[config.mk]
export PLATFORM = sky130hd
export DESIGN_NAME = whack_round_ctrl
export DESIGN_NICKNAME = d
export VERILOG_FILES = /design/src/rtl/whack_round_ctrl.sv
export SDC_FILE = /design/constraint.sdc
export NUM_CORES = 1
export LEC_CHECK = 0
export ABC_CLOCK_PERIOD_IN_PS = 2800
export CAP_MARGIN = 5
export CORE_ASPECT_RATIO = 1.4
export CORE_MARGIN = 1.5
export CORE_UTILIZATION = 35
export DETAILED_ROUTE_END_ITERATION = 12
export GPL_TIMING_DRIVEN = 0
export PLACE_DENSITY = 0.53
export SLEW_MARGIN = 0
export SYNTH_ARGS = -nofsm -noshare
export SYNTH_HDL_FRONTEND = slang
export SYNTH_SLANG_ARGS = --single-unit
[constraint.sdc]
create_clock -name clk -period 2.8 [get_ports clk]
set_input_delay 0.42 -clock clk [delete_from_list [all_inputs] [get_ports clk]]
set_output_delay 0.42 -clock clk [all_outputs]
set_load 0.05 [all_outputs]
[src/rtl/whack_round_ctrl.sv]
// whack_round_ctrl - round sequencer for the LED whack game.
//
// Starts a fixed-length round on a go press and strobes `change` so the
// datapath loads a new random LED. The strobe interval shortens as the score
// climbs through difficulty levels. At end of round it latches the session
// high score.
//
// Ports:
//   clk         system clock
//   rst         synchronous, active-low reset
//   go_btn      debounced start button (level, active high)
//   score[6:0]  current score from the LED/score datapath
//   start       high while a round is in progress
//   change      one-cycle strobe: datapath loads a new LED
//   time_left   remaining ticks in the round
//   level       difficulty level, saturates at 15
//   game_over   high in DONE
//   high_score  best score since reset
//   new_high    one-cycle pulse when high_score is updated
//
// Optional build macro WHACK_PAUSE_EN adds:
//   pause_btn   debounced pause button; a rising edge in PLAY toggles pause
//   paused      high while the round clock is frozen
//
// state | meaning
// IDLE  | after reset, waiting for the first go press
// PLAY  | round running: ticks, change strobes, level tracking
// DONE  | round over, high score sampled, waiting for go press

module whack_round_ctrl #(
  parameter int TICK_DIV    = 500000,
  parameter int ROUND_TICKS = 3000,
  parameter int CHG_INIT    = 100,
  parameter int CHG_STEP    = 10,
  parameter int CHG_MIN     = 30,
  parameter int LEVEL_PTS   = 8
) (
  input  logic        clk,
  input  logic        rst,
  input  logic        go_btn,
  input  logic [6:0]  score,
`ifdef WHACK_PAUSE_EN
  input  logic        pause_btn,
  output logic        paused,
`endif
  output logic        start,
  output logic        change,
  output logic [11:0] time_left,
  output logic [3:0]  level,
  output logic        game_over,
  output logic [6:0]  high_score,
  output logic        new_high
);

  localparam int TICK_W = $clog2(TICK_DIV);

  typedef enum logic [1:0] {IDLE, PLAY, DONE} state_t;

  state_t            state, state_nxt;
  logic              go_q, go_armed, go_press, enter_play;
  logic [TICK_W-1:0] tick_cnt;
  logic [11:0]       chg_cnt, interval;
  logic [7:0]        next_thresh;
  logic [1:0]        first_dly;
  logic              done_first;
  logic              frozen, run, tick, round_end, chg_due;
  int                iv_raw;

  // go_armed stays low until go_btn has been seen low after reset, so a
  // button held through reset cannot start a round on its own.
  assign go_press   = go_btn && !go_q && go_armed;
  assign enter_play = go_press && (state != PLAY);
  assign run        = (state == PLAY) && !frozen;
  assign tick       = run && (tick_cnt == TICK_W'(TICK_DIV - 1));
  assign round_end  = tick && (time_left == 12'd1);
  assign chg_due    = tick && (chg_cnt == 12'd1);

  always_comb begin
    iv_raw   = CHG_INIT - int'(level) * CHG_STEP;
    interval = 12'(CHG_MIN);
    if (iv_raw > CHG_MIN) interval = 12'(iv_raw);
  end

  // State register
  always_ff @(posedge clk) begin
    if (!rst) state <= IDLE;
    else      state <= state_nxt;
  end

  // Next-state logic
  always_comb begin
    state_nxt = state;
    case (state)
      IDLE:    if (go_press)  state_nxt = PLAY;
      PLAY:    if (round_end) state_nxt = DONE;
      DONE:    if (go_press)  state_nxt = PLAY;
      default:                state_nxt = IDLE;
    endcase
  end

  // Output decode
  always_comb begin
    start     = (state == PLAY);
    game_over = (state == DONE);
  end

  always_ff @(posedge clk) begin
    if (!rst) begin
      go_q        <= 1'b0;
      go_armed    <= 1'b0;
      tick_cnt    <= '0;
      chg_cnt     <= '0;
      time_left   <= '0;
      level       <= '0;
      next_thresh <= '0;
      first_dly   <= '0;
      done_first  <= 1'b0;
      change      <= 1'b0;
      new_high    <= 1'b0;
      high_score  <= '0;
    end else begin
      go_q     <= go_btn;
      go_armed <= go_armed || !go_btn;
      change   <= 1'b0;
      new_high <= 1'b0;

      // Score is sampled one cycle after start falls so a final hit counts.
      if (state == DONE && done_first) begin
        done_first <= 1'b0;
        if (score > high_score) begin
          high_score <= score;
          new_high   <= 1'b1;
        end
      end

      if (enter_play) begin
        time_left   <= 12'(ROUND_TICKS);
        level       <= '0;
        next_thresh <= 8'(LEVEL_PTS);
        tick_cnt    <= '0;
        chg_cnt     <= 12'(CHG_INIT);
        first_dly   <= 2'b01;
        done_first  <= 1'b0;
      end else if (state == PLAY) begin
        if ({1'b0, score} >= next_thresh && level != 4'd15) begin
          level       <= level + 4'd1;
          next_thresh <= next_thresh + 8'(LEVEL_PTS);
        end
        if (run) begin
          // Delayed first strobe lands 2 cycles after start rises.
          first_dly <= {first_dly[0], 1'b0};
          change    <= (first_dly[1] || chg_due) && !round_end;
          if (tick) begin
            tick_cnt  <= '0;
            time_left <= time_left - 12'd1;
            if (round_end)    done_first <= 1'b1;
            if (chg_due)      chg_cnt    <= interval;
            else              chg_cnt    <= chg_cnt - 12'd1;
          end else begin
            tick_cnt <= tick_cnt + TICK_W'(1);
          end
        end
      end
    end
  end

`ifdef WHACK_PAUSE_EN
  logic pause_q, paused_r;

  always_ff @(posedge clk) begin
    if (!rst) begin
      pause_q  <= 1'b0;
      paused_r <= 1'b0;
    end else begin
      pause_q <= pause_btn;
      if (state_nxt != PLAY)
        paused_r <= 1'b0;
      else if (state == PLAY && pause_btn && !pause_q)
        paused_r <= !paused_r;
    end
  end

  assign paused = paused_r;
  assign frozen = paused_r;
`else
  assign frozen = 1'b0;
`endif

endmodule

==> run summary, run 1 <==
Syn Inst Count = 424
Worst R2R Setup Slack = 0.23 ns
Synth Cell Area = 3657 µm²
final hold slack = 0.4497 ns
pwr dens = 522.1 nW/µm²
layout net count = 504
Clock Latency Late Sink = 0.33 ns
clock transition at the registers of the reported paths = 0.05 ns
Unique masters post-synth = 54
Design Power = 0.002346 W
Final Instance Area = 4493 µm²
final period utilization = 95.38%
Seq cells post-synth = 68
total CTS buffers = 9
Initial Util = 35.53%
WHS Path Cells = 2
most frequent cells in the layout = dfxtp_1 (66), nor2_1 (43), nand2_1 (35), clkdlybuf4s50_1 (35)
Worst R2R Start = level[1]
CTS tree = built
number of synthesized flops with an enable pin = 0
FF-to-FF End = chg_cnt[2]
ant diodes = 0
MaxCap Viol Count = 0
outcome = finished clean
FMAX = 0.3744 GHz
skew final = 0.004241 ns
Ys Warns = 0
vias in the first global route = 3136
grt total ovfl = 0
Routed WL = 8903 µm
clk buf depth = 2
pin count of the biggest net entering global routing = 12
Critical Path Sink = next_thresh[6]
Port Buffer Count = 35
first-pass GRT wire length = 14850 µm
via count = 3183
crit path from = score[3]
total track usage = 17.68%
Pre-Repair DR Iteration Count = 4
root buffer cell = clkbuf_16
H-tree levels = 3
hold bufs inserted after CTS = 0
layout cells sized above 1 = 5.895%
post-DP HPWL = 6636 µm
Final GP Congestion = 0.8184
die area = 11080 µm²
Setup crit start kind = input pin
Sink Count = 68
initial DRC count = 180
post-synthesis net count = 458
die span in x = 89.40 µm
Worst setup EP type = register
critical path arrival = 2.93 ns
top cells by area, synth = dfxtp_1 (37%), ha_1 (7.9%), nor2_1 (4.4%)
post-DR wirelength/cell = 14.52 µm
hold crit path type = reg -> reg
Area Growth Syn to Fin = 22.85%
PnR worst setup slack = 0.1293 ns
area leader, netlist = dfxtp_1
LEAKAGE = 1.648 nW
Setup CP Type = in -> reg
Top-Level Pins = 37
via density per instance = 5.192
commonest non-fill, non-tap cell in the layout = dfxtp_1
drt drc = 0
Placed Area = 4183 µm²
worst r2r path cells = 8
Yosys top cell area share = 37.22%
Req. time, crit path = 3.06 ns
worst vdd ir = 0.2966 mV
unrepaired setup endpoints after global routing = no
worst hold start = first_dly[0]
number of post-CTS setup repair buffers = 0
Final Util = 43.64%
Mapped Avg Cell Area = 8.626 µm²
ys async rst share = 0%
Detail Route Antenna Nets = 0
ys flop type = dfxtp_1
DP Worst Slack = -0.4669 ns
Setup Viol. Count Final = 0
final hold violations = 0
Least-Margin Pin Slew = 0.9745 ns
Die Ht = 124.0 µm
Rows = 44
Worst Path Max Fanout = 7
Slew Viols, Final = 0
CORE AREA = 10290 µm²
crit path time final = 2.671 ns
Seq/Total Area, Yosys = 37.22%
worst relative slew slack = 35.03%
initial antenna violation count = 0
==> worst max-delay path, cell delays in order <==
cell and delay (ns):
clkdlybuf4s50_1 0.51, inv_1 0.06, ha_1 0.28, or4b_1 0.49, a211oi_2 0.33, nand2_1 0.28, or3_1 0.42, a21oi_1 0.13
==> worst min-delay path by stage <==
| stage | to | slack [ns] |
|---|---|---|
| 2_1_floorplan | first_dly[0] | 0.42 |
| 6_report | first_dly[0] | 0.45 |
| 5_1_grt | first_dly[1] | 0.48 |
| 3_5_place_dp | first_dly[0] | 0.44 |
| 4_1_cts | first_dly[0] | 0.45 |
| 3_3_place_gp | first_dly[0] | 0.44 |
==> power by group <==
group / internal, W / switching (W)
Sequential: 0.000984 / 0.0000187
Clock: 0.000735 / 0.000410
Combinational: 0.0000768 / 0.000121
==> timing repair <==
action | CTS | global route
gates resized for setup | 1 | 2
endpoints found under the setup margin | 1 | 10
cloned | 0 | 0
==> stage by stage <==
step | std cells | TNS (ns)
final | 613 | 0
after global routing | 613 | 0
after CTS | 613 | 0
after detailed placement | 597 | -1.751
after global placement | 597 | -1.549
after floorplan | 424 | 0
==> area by class of cell <==
class,instances,area (µm²)
Tap cell,138,172.7
Multi-Input combinational cell,317,2146
Timing Repair Buffer,35,350.3
Inverter,24,90.09
Buffer,15,66.31
Clock inverter,4,47.55
Fill cell,1068,5802
Clock buffer,12,256.5
Sequential cell,68,1364
==> logic make-up (layout without fill, tap and decap cells) <==
logic type               count (synthesis)  in the layout  share of synthesized area (%)
AO/OA/AOI/OAI                           74             74                          13.99
adder cells (fa/ha/maj)                 24             24                          8.416
flip-flops                              68             68                          37.22
XOR/XNOR                                32             32                          7.663
buffers and inverters                   39             90                          4.242
multiplexers                            10             10                          2.737
AND/OR/NAND/NOR                        177            177                          25.73
==> state kept, by name, indices dropped and copies added, names as in the netlist <==
register,count
change,1
chg_cnt,12
done_first,1
first_dly,2
go_armed,1
go_q,1
high_score,7
level,4
new_high,1
next_thresh,5
state,2
tick_cnt,19
time_left,12
==> synth_stat cells (all sizes together), types with 2 or more instances <==
master / instances
a211oi: 10
nor2b: 4
o21a: 6
or4b: 2
buf: 2
nor4: 17
and4: 4
nand2: 36
a21boi: 3
dfxtp: 68
clkbuf: 13
or2: 4
nor2: 43
or4: 5
nand3: 14
o21ai: 10
a21oi: 17
xor2: 18
o21bai: 2
a41oi: 3
xnor2: 14
a31oi: 2
nor4b: 5
nor3: 10
mux2i: 10
o31ai: 4
inv: 23
or3: 8
ha: 23
nand4: 6
o31a: 9
nand2b: 3
and2: 5
and3: 6
==> routing by layer <==
metal  up-vias  part of all wire (%)  global-route usage, %
li1       1626                     -                      -
met5         -                     0                      0
met1      1488                    43                  20.35
met2        61                    53                  31.06
met4         0                   1.4                  7.404
met3         8                   3.1                  3.910
No activity file was read; power rests on OpenSTA's default activity.
==> run 2, diff against run 1 <==
--- a/config.mk
+++ b/config.mk
@@ -14,2 +14,3 @@
 export GPL_TIMING_DRIVEN = 0
+export MAX_ROUTING_LAYER = met4
 export PLACE_DENSITY = 0.53
==> constraint.sdc (replaced) <==
create_clock -name clk -period 2.8 [get_ports clk]
set_input_delay 0.56 -clock clk [delete_from_list [all_inputs] [get_ports clk]]
set_output_delay 0.56 -clock clk [all_outputs]
set_load 0.05 [all_outputs]
==> run summary, run 2 (synthesis results as in run 1) <==
Setup CP Type = in -> reg
via count = 3155 (-0.88%)
clock transition at the registers of the reported paths = 0.05 ns (about the same)
LEAKAGE = 1.660 nW (+0.73%)
Port Buffer Count = 35 (unchanged)
outcome = finished clean
clk buf depth = 2 (unchanged)
Top-Level Pins = 37 (unchanged)
die span in x = 89.40 µm (unchanged)
post-DP HPWL = 6636 µm (unchanged)
Routed WL = 8872 µm (-0.35%)
max reg flops = 19 (unchanged)
Detail Route Antenna Nets = 0 (unchanged)
Final GP Congestion = 0.8306 (+1.5%)
unrepaired setup endpoints after global routing = no
biggest regs = tick_cnt: 19 flops, chg_cnt: 12 flops, time_left: 12 flops
layout net count = 505 (+0.20%)
initial DRC count = 218 (+21%)
Clock Latency Late Sink = 0.33 ns (about the same)
Initial Util = 35.53% (unchanged)
layout cells sized above 1 = 6.303% (+0.41 points)
Worst Path Max Fanout = 7 (unchanged)
initial antenna violation count = 0 (unchanged)
Die Ht = 124.0 µm (unchanged)
FF/Latch Area = 1364 µm² (unchanged)
pwr dens = 519.2 nW/µm² (-0.56%)
met3 Use GR = 3.844% (-0.066 points)
ant diodes = 0 (unchanged)
CORE AREA = 10290 µm² (unchanged)
Sink Count = 68 (unchanged)
commonest non-fill, non-tap cell in the layout = dfxtp_1
Least-Margin Pin Slew = 0.9671 ns (-0.007418 ns)
via density per instance = 5.138 (-1.0%)
pin count of the biggest net entering global routing = 12 (unchanged)
Pre-Repair DR Iteration Count = 4 (unchanged)
die area = 11080 µm² (unchanged)
H-tree levels = 3 (unchanged)
Biggest register = tick_cnt
hold crit path type = reg -> reg
first-pass GRT wire length = 14840 µm (about the same)
CTS tree = built
Worst R2R Setup Slack = 0.22 ns (about the same)
FMAX = 0.3718 GHz (-0.70%)
Design Power = 0.002344 W (about the same)
Most Crowded Layer GR = met2
MaxCap Viol Count = 0 (unchanged)
area of the multi-input gates = 2161 µm² (+0.70%)
grt total ovfl = 0 (unchanged)
final period utilization = 96.05% (+0.67 points)
Slew Viols, Final = 0 (unchanged)
final hold slack = 0.4500 ns (+0.0003090 ns)
total CTS buffers = 9 (unchanged)
Setup crit start kind = input pin
final hold violations = 0 (unchanged)
met2 Use GR = 31.25% (+0.19 points)
drt drc = 0 (unchanged)
vias in the first global route = 3142 (+0.19%)
Area Growth Syn to Fin = 23.47%
filler cell count = 1061 (-0.66%)
Setup Viol. Count Final = 0 (unchanged)
most frequent cells in the layout = dfxtp_1 (66), nor2_1 (43), clkdlybuf4s50_1 (35)
crit path time final = 2.689 ns (+0.01881 ns)
total track usage = 18.16% (+0.48 points)
critical path arrival = 2.94 ns (about the same)
skew final = 0.004217 ns (-0.00002390 ns)
worst vdd ir = 0.2694 mV (-9.2%)
Rows = 44 (unchanged)
post-DR wirelength/cell = 14.45 µm (-0.51%)
hold bufs inserted after CTS = 0 (unchanged)
Worst setup EP type = register
root buffer cell = clkbuf_16
met1 usage = 20.18% (-0.16 points)
worst relative slew slack = 35.53% (+0.49 points)
Req. time, crit path = 3.05 ns (about the same)
## run 2: what timing repair did
action                     CTS  global route
pin swaps                    0             1
setup endpoints to repair    5            11
resized for setup            2             4
buffers inserted             0             1
## run 2: through the flow
stage / utilization [%] / instance area (µm²) / setup TNS [ns] / std cells / worst slack, ns
after floorplan: - / 3660 / 0 / 424 / 0.07316
after global placement: 40.63 / 4183 / -2.712 / 597 / -0.5623
after detailed placement: 40.63 / 4183 / -3.048 / 597 / -0.6069
after CTS: 43.66 / 4494 / 0 / 613 / 0.01023
after global routing: 43.86 / 4516 / 0 / 614 / 0.009086
final: 43.86 / 4516 / 0 / 614 / 0.1105
## run 2: report_power, final
group | internal, W | total [W] | switching, W
registers | 0.000984 | 0.00100 | 0.0000185
logic | 0.0000790 | 0.000202 | 0.000123
clock network | 0.000734 | 0.00114 | 0.000406
## run 2: final cells by class
type	count	area share (%)
clock buffer	12	5.680
multi-input combinational	317	47.85
timing repair buffer	36	7.925
inverter	24	1.995
clock inverter	4	1.053
tap	138	3.824
sequential	68	30.20
buffer	15	1.469
## run 2: per-layer routing
| layer | vias up | routed length [µm] |
|---|---|---|
| met1 | 1474 | 3814 |
| met2 | 41 | 4683 |
| met3 | 12 | 253 |
| li1 | 1628 | - |
| met4 | 0 | 120 |
| met5 | - | 0 |
## run 2: path summary, 6_finish.rpt
| path | start | endpoint | cells past startpoint |
|---|---|---|---|
| setup / recovery | score[3] | next_thresh[6] | 8 |
| hold / removal | first_dly[0] | first_dly[0] | 2 |
| setup reg to reg | level[1] | chg_cnt[2] | 8 |
| hold reg to reg | first_dly[0] | first_dly[0] | 2 |
## run 2: worst max-delay path, cell delays in order
cell and delay, ns:
clkdlybuf4s50_1 0.51, inv_1 0.06, ha_1 0.28, or4b_1 0.52
a211oi_4 0.36, nand2_4 0.14, or3_1 0.38, a21oi_1 0.13
==> run 3, diff against run 2 <==
CORE_UTILIZATION = 57   (was 35)
PLACE_DENSITY = 0.8   (was 0.53)
TNS_END_PERCENT = 100   (was default)
==> run summary, run 3 (synthesis results as in run 1) <==
outcome = finished clean
Placed Area = 4100 µm² (-2.0%)
Setup crit start kind = input pin
layout cells sized above 1 = 6.118% (-0.18 points)
vias in the first global route = 3257 (+3.7%)
Final Util = 69.94% (+26 points)
ant diodes = 0 (unchanged)
FF/Latch Area = 1364 µm² (unchanged)
clk buf depth = 2 (unchanged)
Setup CP Type = in -> reg
Pre-Repair DR Iteration Count = 5 (+1)
Rows = 34 (-23%)
grt total ovfl = 0 (unchanged)
root buffer cell = clkbuf_8
worst relative slew slack = 33.62% (-1.9 points)
die span in x = 70.70 µm (-21%)
max reg flops = 19 (unchanged)
CORE AREA = 6211 µm² (-40%)
via count = 3288 (+4.2%)
Clock Latency Late Sink = 0.35 ns (+0.02 ns)
pwr dens = 486.0 nW/µm² (-6.4%)
crit path time final = 2.766 ns (+0.07646 ns)
initial DRC count = 225 (+3.2%)
post-DR wirelength/cell = 15.82 µm (+9.5%)
Worst setup EP type = register
clock transition at the registers of the reported paths = 0.07 ns (+0.02 ns)
post-DP HPWL = 6246 µm (-5.9%)
unrepaired setup endpoints after global routing = yes
Final GP Congestion = 0.8440 (+1.6%)
Post-Layout Cell Count = 546 (-11%)
critical path arrival = 3.03 ns (+0.09 ns)
Top-Level Pins = 37 (unchanged)
Initial Util = 58.88% (+23 points)
pin count of the biggest net entering global routing = 13 (+1)
Least-Margin Pin Slew = 0.9958 ns (+0.02867 ns)
first-pass GRT wire length = 14630 µm (-1.4%)
Port Buffer Count = 35 (unchanged)
most frequent cells in the layout = dfxtp_1 (66), nor2_1 (43), clkdlybuf4s50_1 (35)
Area Growth Syn to Fin = 18.78%
hold crit path type = reg -> reg
die area = 6913 µm² (-38%)
Inst Count DP = 531 (-11%)
H-tree levels = 3 (unchanged)
Sink Count = 68 (unchanged)
Biggest register = tick_cnt
LEAKAGE = 1.610 nW (-3.0%)
commonest non-fill, non-tap cell in the layout = dfxtp_1
initial antenna violation count = 0 (unchanged)
final period utilization = 98.78% (+2.7 points)
layout net count = 503 (-0.40%)
Routed WL = 8635 µm (-2.7%)
Die Ht = 97.78 µm (-21%)
area of the multi-input gates = 2162 µm² (about the same)
total CTS buffers = 9 (unchanged)
via density per instance = 6.022 (+17%)
CTS tree = built
filler cell count = 515 (-51%)
Worst Path Max Fanout = 7 (unchanged)
MaxCap Viol Count = 0 (unchanged)
Req. time, crit path = 3.07 ns (+0.02 ns)
Slew Viols, Final = 0 (unchanged)
biggest regs = tick_cnt: 19 flops, chg_cnt: 12 flops, time_left: 12 flops
drt drc = 0 (unchanged)
Final Instance Area = 4344 µm² (-3.8%)
final hold violations = 0 (unchanged)
skew final = 0.01123 ns (+0.007009 ns)
Setup Viol. Count Final = 0 (unchanged)
Detail Route Antenna Nets = 0 (unchanged)
worst vdd ir = 0.3822 mV (+42%)
total track usage = 27.08% (+8.9 points)
FMAX = 0.3615 GHz (-2.8%)
-- run 3: cell count changes in the layout (fill, tap and decap cells not counted) --
cell | before | now
nand2_2 | 1 | 2
clkbuf_16 | 9 | 0
nor4_1 | 17 | 16
clkinv_4 | 0 | 2
clkbuf_8 | 2 | 10
nor4_2 | 0 | 1
clkinv_2 | 2 | 0
nand2_4 | 1 | 0
bufinv_16 | 1 | 2
buf_4 | 1 | 0
clkbuf_2 | 1 | 0
-- run 3: power breakdown --
group | internal, W | leakage, nW | total [W] | switching, W
Clock | 0.000529 | 0.110 | 0.000908 | 0.000380
Sequential | 0.000982 | 0.551 | 0.00100 | 0.0000188
Combinational | 0.0000779 | 0.950 | 0.000202 | 0.000124
-- run 3: stage by stage --
stage                     TNS [ns]  hold WS (ns)  setup WS [ns]  total power, W
after floorplan                  0        0.4223        0.07316        0.001153
after global placement      -2.268        0.4348        -0.5079        0.001214
after detailed placement    -2.945        0.4381        -0.5931        0.001221
after CTS                        0        0.4485        0.01988        0.002125
after global routing      -0.07573        0.4760       -0.07573        0.002194
final                            0        0.4501        0.03405        0.002111
-- run 3: repair_timing --
item / 4_1_cts / 5_1_grt
pin swaps: 0 / 0
resized for setup: 2 / 2
setup endpoints to repair: 3 / 13
cloned: 0 / 0
hold buffers: 0 / 0
setup buffers: 0 / 0
-- run 3: path summary, 6_finish.rpt --
check	slack [ns]	cells after the start	end	from
setup reg to reg	0.22	8	chg_cnt[2]	level[1]
hold reg to reg	0.45	2	first_dly[0]	first_dly[0]
hold / removal	0.45	2	first_dly[0]	first_dly[0]
setup / recovery	0.03	8	next_thresh[6]	score[3]
-- run 3: layout make-up --
cell class,instances,share of cell area [%]
Clock inverter,5,1.959
Timing Repair Buffer,35,8.065
Buffer,14,1.411
Inverter,24,2.074
Sequential cell,68,31.39
Tap cell,72,2.074
Clock buffer,11,3.255
Multi-Input combinational cell,317,49.77
-- run 3: worst max-delay path, stage by stage --
cell             delay (ns)
clkdlybuf4s50_1        0.52
inv_1                  0.06
ha_1                   0.30
or4b_1                 0.53
a211oi_4               0.33
nand2_2                0.19
or3_1                  0.40
a21oi_1                0.15
-- run 3: routing by layer --
layer  part of all wire, %  track usage (%)  vias up
met1                    42            30.41     1581
li1                      -                -     1610
met4                   2.0            10.89        0
met2                    53            47.74       81
met3                   3.1            3.715       16
met5                     0                -        -
